[src/rtl/dmem_arbiter.sv]
// -----------------------------------------------------------------------------
// dmem_arbiter
//
// Shares one single-port data memory between two requesters:
//   port 0 : processor (normal priority winner)
//   port 1 : loader / debug (secondary, protected against starvation)
//
// Handshake: a requester raises pN_req with pN_we/pN_addr/pN_wdata and keeps
// them stable until it sees pN_gnt high in the same cycle; the transfer happens
// in that grant cycle. Nothing is queued inside the arbiter: an ungranted
// request exists only while req is held, so dropping req before gnt cancels it.
// A granted read returns pN_rvalid/pN_rdata exactly one cycle later.
//
// Ports
//   clock, reset              : single clock, synchronous active-high reset
//   pN_req/we/addr/wdata      : requester inputs (N = 0, 1)
//   pN_gnt                    : combinational grant
//   pN_rvalid/pN_rdata        : read return, rdata forced to 0 when not valid
//   address_dmem/data/wren    : shared dmem command (all 0 when idle)
//   q_dmem                    : dmem read data, valid the cycle after the read
//   conflict_count            : saturating count of cycles where both requested
// -----------------------------------------------------------------------------
module dmem_arbiter #(
    parameter int STARVE_LIMIT = 4,
    parameter int AW           = 12,
    parameter int DW           = 32
) (
    input  logic          clock,
    input  logic          reset,

    input  logic          p0_req,
    input  logic          p0_we,
    input  logic [AW-1:0] p0_addr,
    input  logic [DW-1:0] p0_wdata,
    output logic          p0_gnt,
    output logic          p0_rvalid,
    output logic [DW-1:0] p0_rdata,

    input  logic          p1_req,
    input  logic          p1_we,
    input  logic [AW-1:0] p1_addr,
    input  logic [DW-1:0] p1_wdata,
    output logic          p1_gnt,
    output logic          p1_rvalid,
    output logic [DW-1:0] p1_rdata,

    output logic [AW-1:0] address_dmem,
    output logic [DW-1:0] data,
    output logic          wren,
    input  logic [DW-1:0] q_dmem,

    output logic [15:0]   conflict_count
);

    // Counter wide enough to hold STARVE_LIMIT itself (at least one bit).
    localparam int SW = (STARVE_LIMIT < 1) ? 1 : $clog2(STARVE_LIMIT + 1);
    localparam logic [SW-1:0] STARVE_MAX = SW'(STARVE_LIMIT);

    logic [SW-1:0] starve_cnt_q, starve_cnt_d;
    logic [15:0]   conflict_q,   conflict_d;
    logic          rvalid0_q,    rvalid0_d;
    logic          rvalid1_q,    rvalid1_d;

    logic          both_req;
    logic          p1_forced;
    logic          gnt0;
    logic          gnt1;

    // ------------------------------------------------------------------
    // Grant decision. Port 0 wins a conflict unless port 1 has already
    // been denied STARVE_LIMIT consecutive cycles. No grant while reset
    // is high so the memory sees no command during reset.
    // ------------------------------------------------------------------
    always_comb begin
        both_req  = p0_req & p1_req;
        p1_forced = (starve_cnt_q == STARVE_MAX);
        gnt0      = ~reset & p0_req & ~(p1_req & p1_forced);
        gnt1      = ~reset & p1_req & ~gnt0;
    end

    assign p0_gnt = gnt0;
    assign p1_gnt = gnt1;

    // ------------------------------------------------------------------
    // Memory command mux: grants are one-hot so a priority mux is exact.
    // ------------------------------------------------------------------
    always_comb begin
        address_dmem = '0;
        data         = '0;
        wren         = 1'b0;
        if (gnt0) begin
            address_dmem = p0_addr;
            data         = p0_wdata;
            wren         = p0_we;
        end else if (gnt1) begin
            address_dmem = p1_addr;
            data         = p1_wdata;
            wren         = p1_we;
        end
    end

    // ------------------------------------------------------------------
    // Next-state logic.
    // ------------------------------------------------------------------
    always_comb begin
        // Starvation counter: counts consecutive denied cycles of port 1,
        // clears on grant or when port 1 withdraws, capped at the limit.
        starve_cnt_d = '0;
        if (p1_req && !gnt1) begin
            if (starve_cnt_q != STARVE_MAX) begin
                starve_cnt_d = starve_cnt_q + SW'(1);
            end else begin
                starve_cnt_d = starve_cnt_q;
            end
        end

        conflict_d = conflict_q;
        if (both_req && (conflict_q != 16'hFFFF)) begin
            conflict_d = conflict_q + 16'd1;
        end

        // Read return is tagged by port at grant time, so the following
        // cycle's grant winner cannot redirect the data.
        rvalid0_d = gnt0 & ~p0_we;
        rvalid1_d = gnt1 & ~p1_we;
    end

    always_ff @(posedge clock) begin
        if (reset) begin
            starve_cnt_q <= '0;
            conflict_q   <= '0;
            rvalid0_q    <= 1'b0;
            rvalid1_q    <= 1'b0;
        end else begin
            starve_cnt_q <= starve_cnt_d;
            conflict_q   <= conflict_d;
            rvalid0_q    <= rvalid0_d;
            rvalid1_q    <= rvalid1_d;
        end
    end

    // ------------------------------------------------------------------
    // Read return. A read granted just before reset rises would have its
    // rvalid flop set during the first reset cycle; masking with reset
    // keeps that stale return from ever reaching the requester.
    // ------------------------------------------------------------------
    always_comb begin
        p0_rvalid = rvalid0_q & ~reset;
        p1_rvalid = rvalid1_q & ~reset;
        p0_rdata  = p0_rvalid ? q_dmem : '0;
        p1_rdata  = p1_rvalid ? q_dmem : '0;
    end

    assign conflict_count = conflict_q;

endmodule

[config.mk]
export PLATFORM = sky130hd
export DESIGN_NAME = dmem_arbiter
export DESIGN_NICKNAME = d
export VERILOG_FILES = /design/src/rtl/dmem_arbiter.sv
export SDC_FILE = /design/constraint.sdc
export NUM_CORES = 1
export LEC_CHECK = 0
export CORE_AREA = 4 4 98 100
export CTS_CLUSTER_SIZE = 24
export DETAILED_ROUTE_END_ITERATION = 10
export DIE_AREA = 0 0 102 104
export GPL_ROUTABILITY_DRIVEN = 1
export PLACE_DENSITY = 0.77
export SETUP_SLACK_MARGIN = 0.2
export SLEW_MARGIN = 10
export SYNTH_ARGS = -nofsm -noshare
export SYNTH_HDL_FRONTEND = slang
export SYNTH_SLANG_ARGS = --single-unit
[constraint.sdc]
create_clock -name clock -period 2.44 [get_ports clock]
set_clock_uncertainty 0.05 [all_clocks]
set_input_delay 0.366 -clock clock [delete_from_list [all_inputs] [get_ports clock]]
set_output_delay 0.366 -clock clock [all_outputs]
set_load 0.05 [all_outputs]
==> flow_summary.json <==
{
  "crit_path_max_fanout": 6,
  "first_pass_iters": 4,
  "worst_hold_path_type": "flop to flop",
  "worst_pin_slew_ns": 0.6466,
  "min_period_over_period_pct": 95.14,
  "seqPwrFrac_pct": 22.4,
  "seq_area_frac_synth_pct": 22.08,
  "area_delta_synth_final_pct": 237.8,
  "p_sw_mw": 0.5563,
  "ir_worst_vdd_uv": 194.6,
  "cp_cell_sequence": "inv_2 > ha_4 > a311oi_4 > buf_6 > buf_6 > buf_12 > buf_16 > a22o_2 > buf_12",
  "nNetsFinal": 643,
  "cellLeakagePower_nw": 2.599,
  "cts.sinks": 21,
  "vias": 3060,
  "synth_seq_cells": 21,
  "path_clk_slew_ns": 0.08,
  "synth_top_area_share_pct": 22.08,
  "cap_violations": 0,
  "cp.required_ns": 2.02,
  "grt_pass1_wl_um": 18300,
  "crit_buf_inv": 6,
  "rsz0062_at_grt": "yes",
  "htree_levels": 1,
  "drive_gt1_share_pct": 38.60,
  "clkLatencyLatePin_ns": 0.26,
  "swShare_pct": 35.62,
  "status": "complete, no violations",
  "final.setup.tns_ns": 0,
  "arrival_ns": 1.91,
  "syn-instance-count": 249,
  "synth_top_flop_cell": "dfxtp_1",
  "grt_max_degree": 45,
  "drc": 0,
  "fp.dieW_um": 102,
  "synth_area_per_cell_um2": 7.648,
  "core_um2": 8678,
  "antenna_found_initial": 1,
  "ant_nets": 0,
  "report.power.total_mw": 1.562,
  "synth.most_common_cell": "and2_1",
  "cts_tree": "built",
  "cp_top_family": "buffers and inverters",
  "synth_area_leaders": "dfxtp_1 (22%), and2_1 (21%), a22o_1 (21%)",
  "clockRootBuffer": "clkbuf_8",
  "slowest_delay_ns": 0.34,
  "cts_buffer_depth": 2,
  "regArea_um2": 422.9,
  "vias_per_cell": 4.920,
  "grt_pass1_vias": 3129,
  "finalHoldViolCount": 0,
  "die_y_um": 104,
  "start_kind": "flop",
  "gp_congestion": 0.8136,
  "dp_hpwl_um": 10240,
  "wire_per_inst_um": 21.20,
  "die_area_um2": 10610,
  "setup.worst_path.end_class": "primary output",
  "nFillCells": 557,
  "p_int_mw": 1.006,
  "synthesis.nets": 378,
  "multiInputGateArea_um2": 1702,
  "p_per_area_nw_per_um2": 242.8,
  "worstSetupPathType": "flop to primary output",
  "comb_power_share_pct": 62.6,
  "ios": 255,
  "fmax_mhz": 430.8,
  "num_rows": 34,
  "initial_core_util_pct": 21.94,
  "synth-edff-count": 0,
  "synth_cell_types": 35,
  "port_buffers": 254,
  "crit_slowest_cell": "dfxtp_2",
  "pwr-share-clk_pct": 14.9,
  "yosysTopAreaCell": "dfxtp_1",
  "yosys_warnings": 0,
  "cts_made_buffers": 3,
  "first_iter_violations": 118,
  "slew_headroom_pct": 56.50,
  "grt_util_all_layers_pct": 22.44,
  "yosys-top-cells-count": "and2_1 (65), a22o_1 (45), dfxtp_1 (21), clkbuf_1 (20), a21oi_1 (11)",
  "fin_crit_ns": 2.321,
  "grt_overflow": 0,
  "timing.final.max_slew_violations": 0,
  "wl_um": 13190,
  "finalSetupViolCount": 0,
  "synth_area_um2": 1904,
  "async_flop_share_pct": 0
}
==> power groups by stage <==
stage	combinational, mW	sequential, mW	clock (mW)
6_report	0.978	0.350	0.233
5_1_grt	1.01	0.351	0.251
4_1_cts	0.946	0.350	0.239
3_5_place_dp	0.869	0.358	0
3_3_place_gp	0.857	0.358	0
2_1_floorplan	0.321	0.365	0
==> flip-flops by register name, indices dropped and copies added, names as in the netlist <==
signal / cells
rvalid1_q: 1
rvalid0_q: 1
starve_cnt_q: 3
conflict_count: 16
==> metal layers <==
| layer | global-route usage (%) | up-vias | part of all wire, % |
|---|---|---|---|
| met2 | 43.41 | 184 | 56 |
| met1 | 22.81 | 1410 | 32 |
| li1 | - | 1439 | - |
| met3 | 6.372 | 27 | 9.0 |
| met5 | 0 | - | 0 |
| met4 | 5.811 | 0 | 3.2 |
==> cell families (layout without fill, tap and decap cells) <==
family	after synthesis	after routing	share of synthesized area, %
AND/OR/NAND/NOR	122	122	38.50
other	0	1	0
flip-flops	21	21	22.08
adder cells (fa/ha/maj)	3	3	1.971
AO/OA/AOI/OAI	72	72	29.63
XOR/XNOR	1	1	0.4600
buffers and inverters	27	291	5.716
multiplexers	3	3	1.643
==> layout by cell type, fill, tap and decap left out, types with 3 or more instances in the layout <==
cell             netlist  final
clkdlybuf4s50_1        0    138
buf_12                 0    118
and2_1                65     65
a22o_4                 0     31
dfxtp_1               21     19
a22o_2                 0     11
a21oi_1               11     10
buf_4                  0     10
nand2_1                9      9
nor2_1                 8      8
o21ai_0                7      7
or3_1                  7      7
nor3_1                 6      6
nor2b_1                5      5
buf_16                 0      5
inv_1                  6      4
nand3_1                4      4
and3_1                 4      4
buf_6                  1      4
a22o_1                45      3
nand4_1                3      3
o31ai_1                3      3
clkbuf_8               0      3
clkbuf_16              0      3
dlygate4sd2_1          0      3
==> through the flow <==
stage	instance area, um2	worst slack (ns)	utilization [%]	hold slack (ns)	cells
6_report	6434	0.1186	74.13	0.4433	622
3_3_place_gp	5826	0.09567	67.13	0.4289	601
2_1_floorplan	1944	0.2109	-	0.3876	249
5_1_grt	6434	0.05976	74.13	0.4531	622
4_1_cts	6236	0.1301	71.86	0.4418	615
3_5_place_dp	5826	0.04770	67.13	0.4289	601
==> final cells by class <==
type                       instances  area share (%)
antenna                            1         0.03890
inverter                           6          0.3501
timing repair buffer             281           63.77
clock inverter                     1         0.07779
multi-input combinational        201           26.45
sequential                        21           6.573
tap                              108           2.100
clock buffer                       3          0.6418
==> what timing repair did <==
item,4_1_cts,5_1_grt
hold buffers,0,0
endpoints found under the setup margin,109,46
hold endpoints to repair,0,0
setup buffers,5,3
cloned,5,3
pin swaps,13,3
gates resized for setup,36,13
==> worst reg2reg max path: cells and delay by family (launching register included) <==
family / cells / cell delay [ns]
compound gates: 2 / 0.25
buf+inv: 1 / 0.25
flops: 1 / 0.44
simple gates: 2 / 0.94
==> final timing paths <==
check | startpoint | endpoint | slack (ns) | depth (start not counted)
setup reg to reg | conflict_count[13] | conflict_count[5] | 0.44 | 5
hold / removal | conflict_count[15] | conflict_count[15] | 0.44 | 2
setup / recovery | starve_cnt_q[1] | data[9] | 0.12 | 9
hold reg to reg | conflict_count[15] | conflict_count[15] | 0.44 | 2
(Power assumes the default switching activity.)
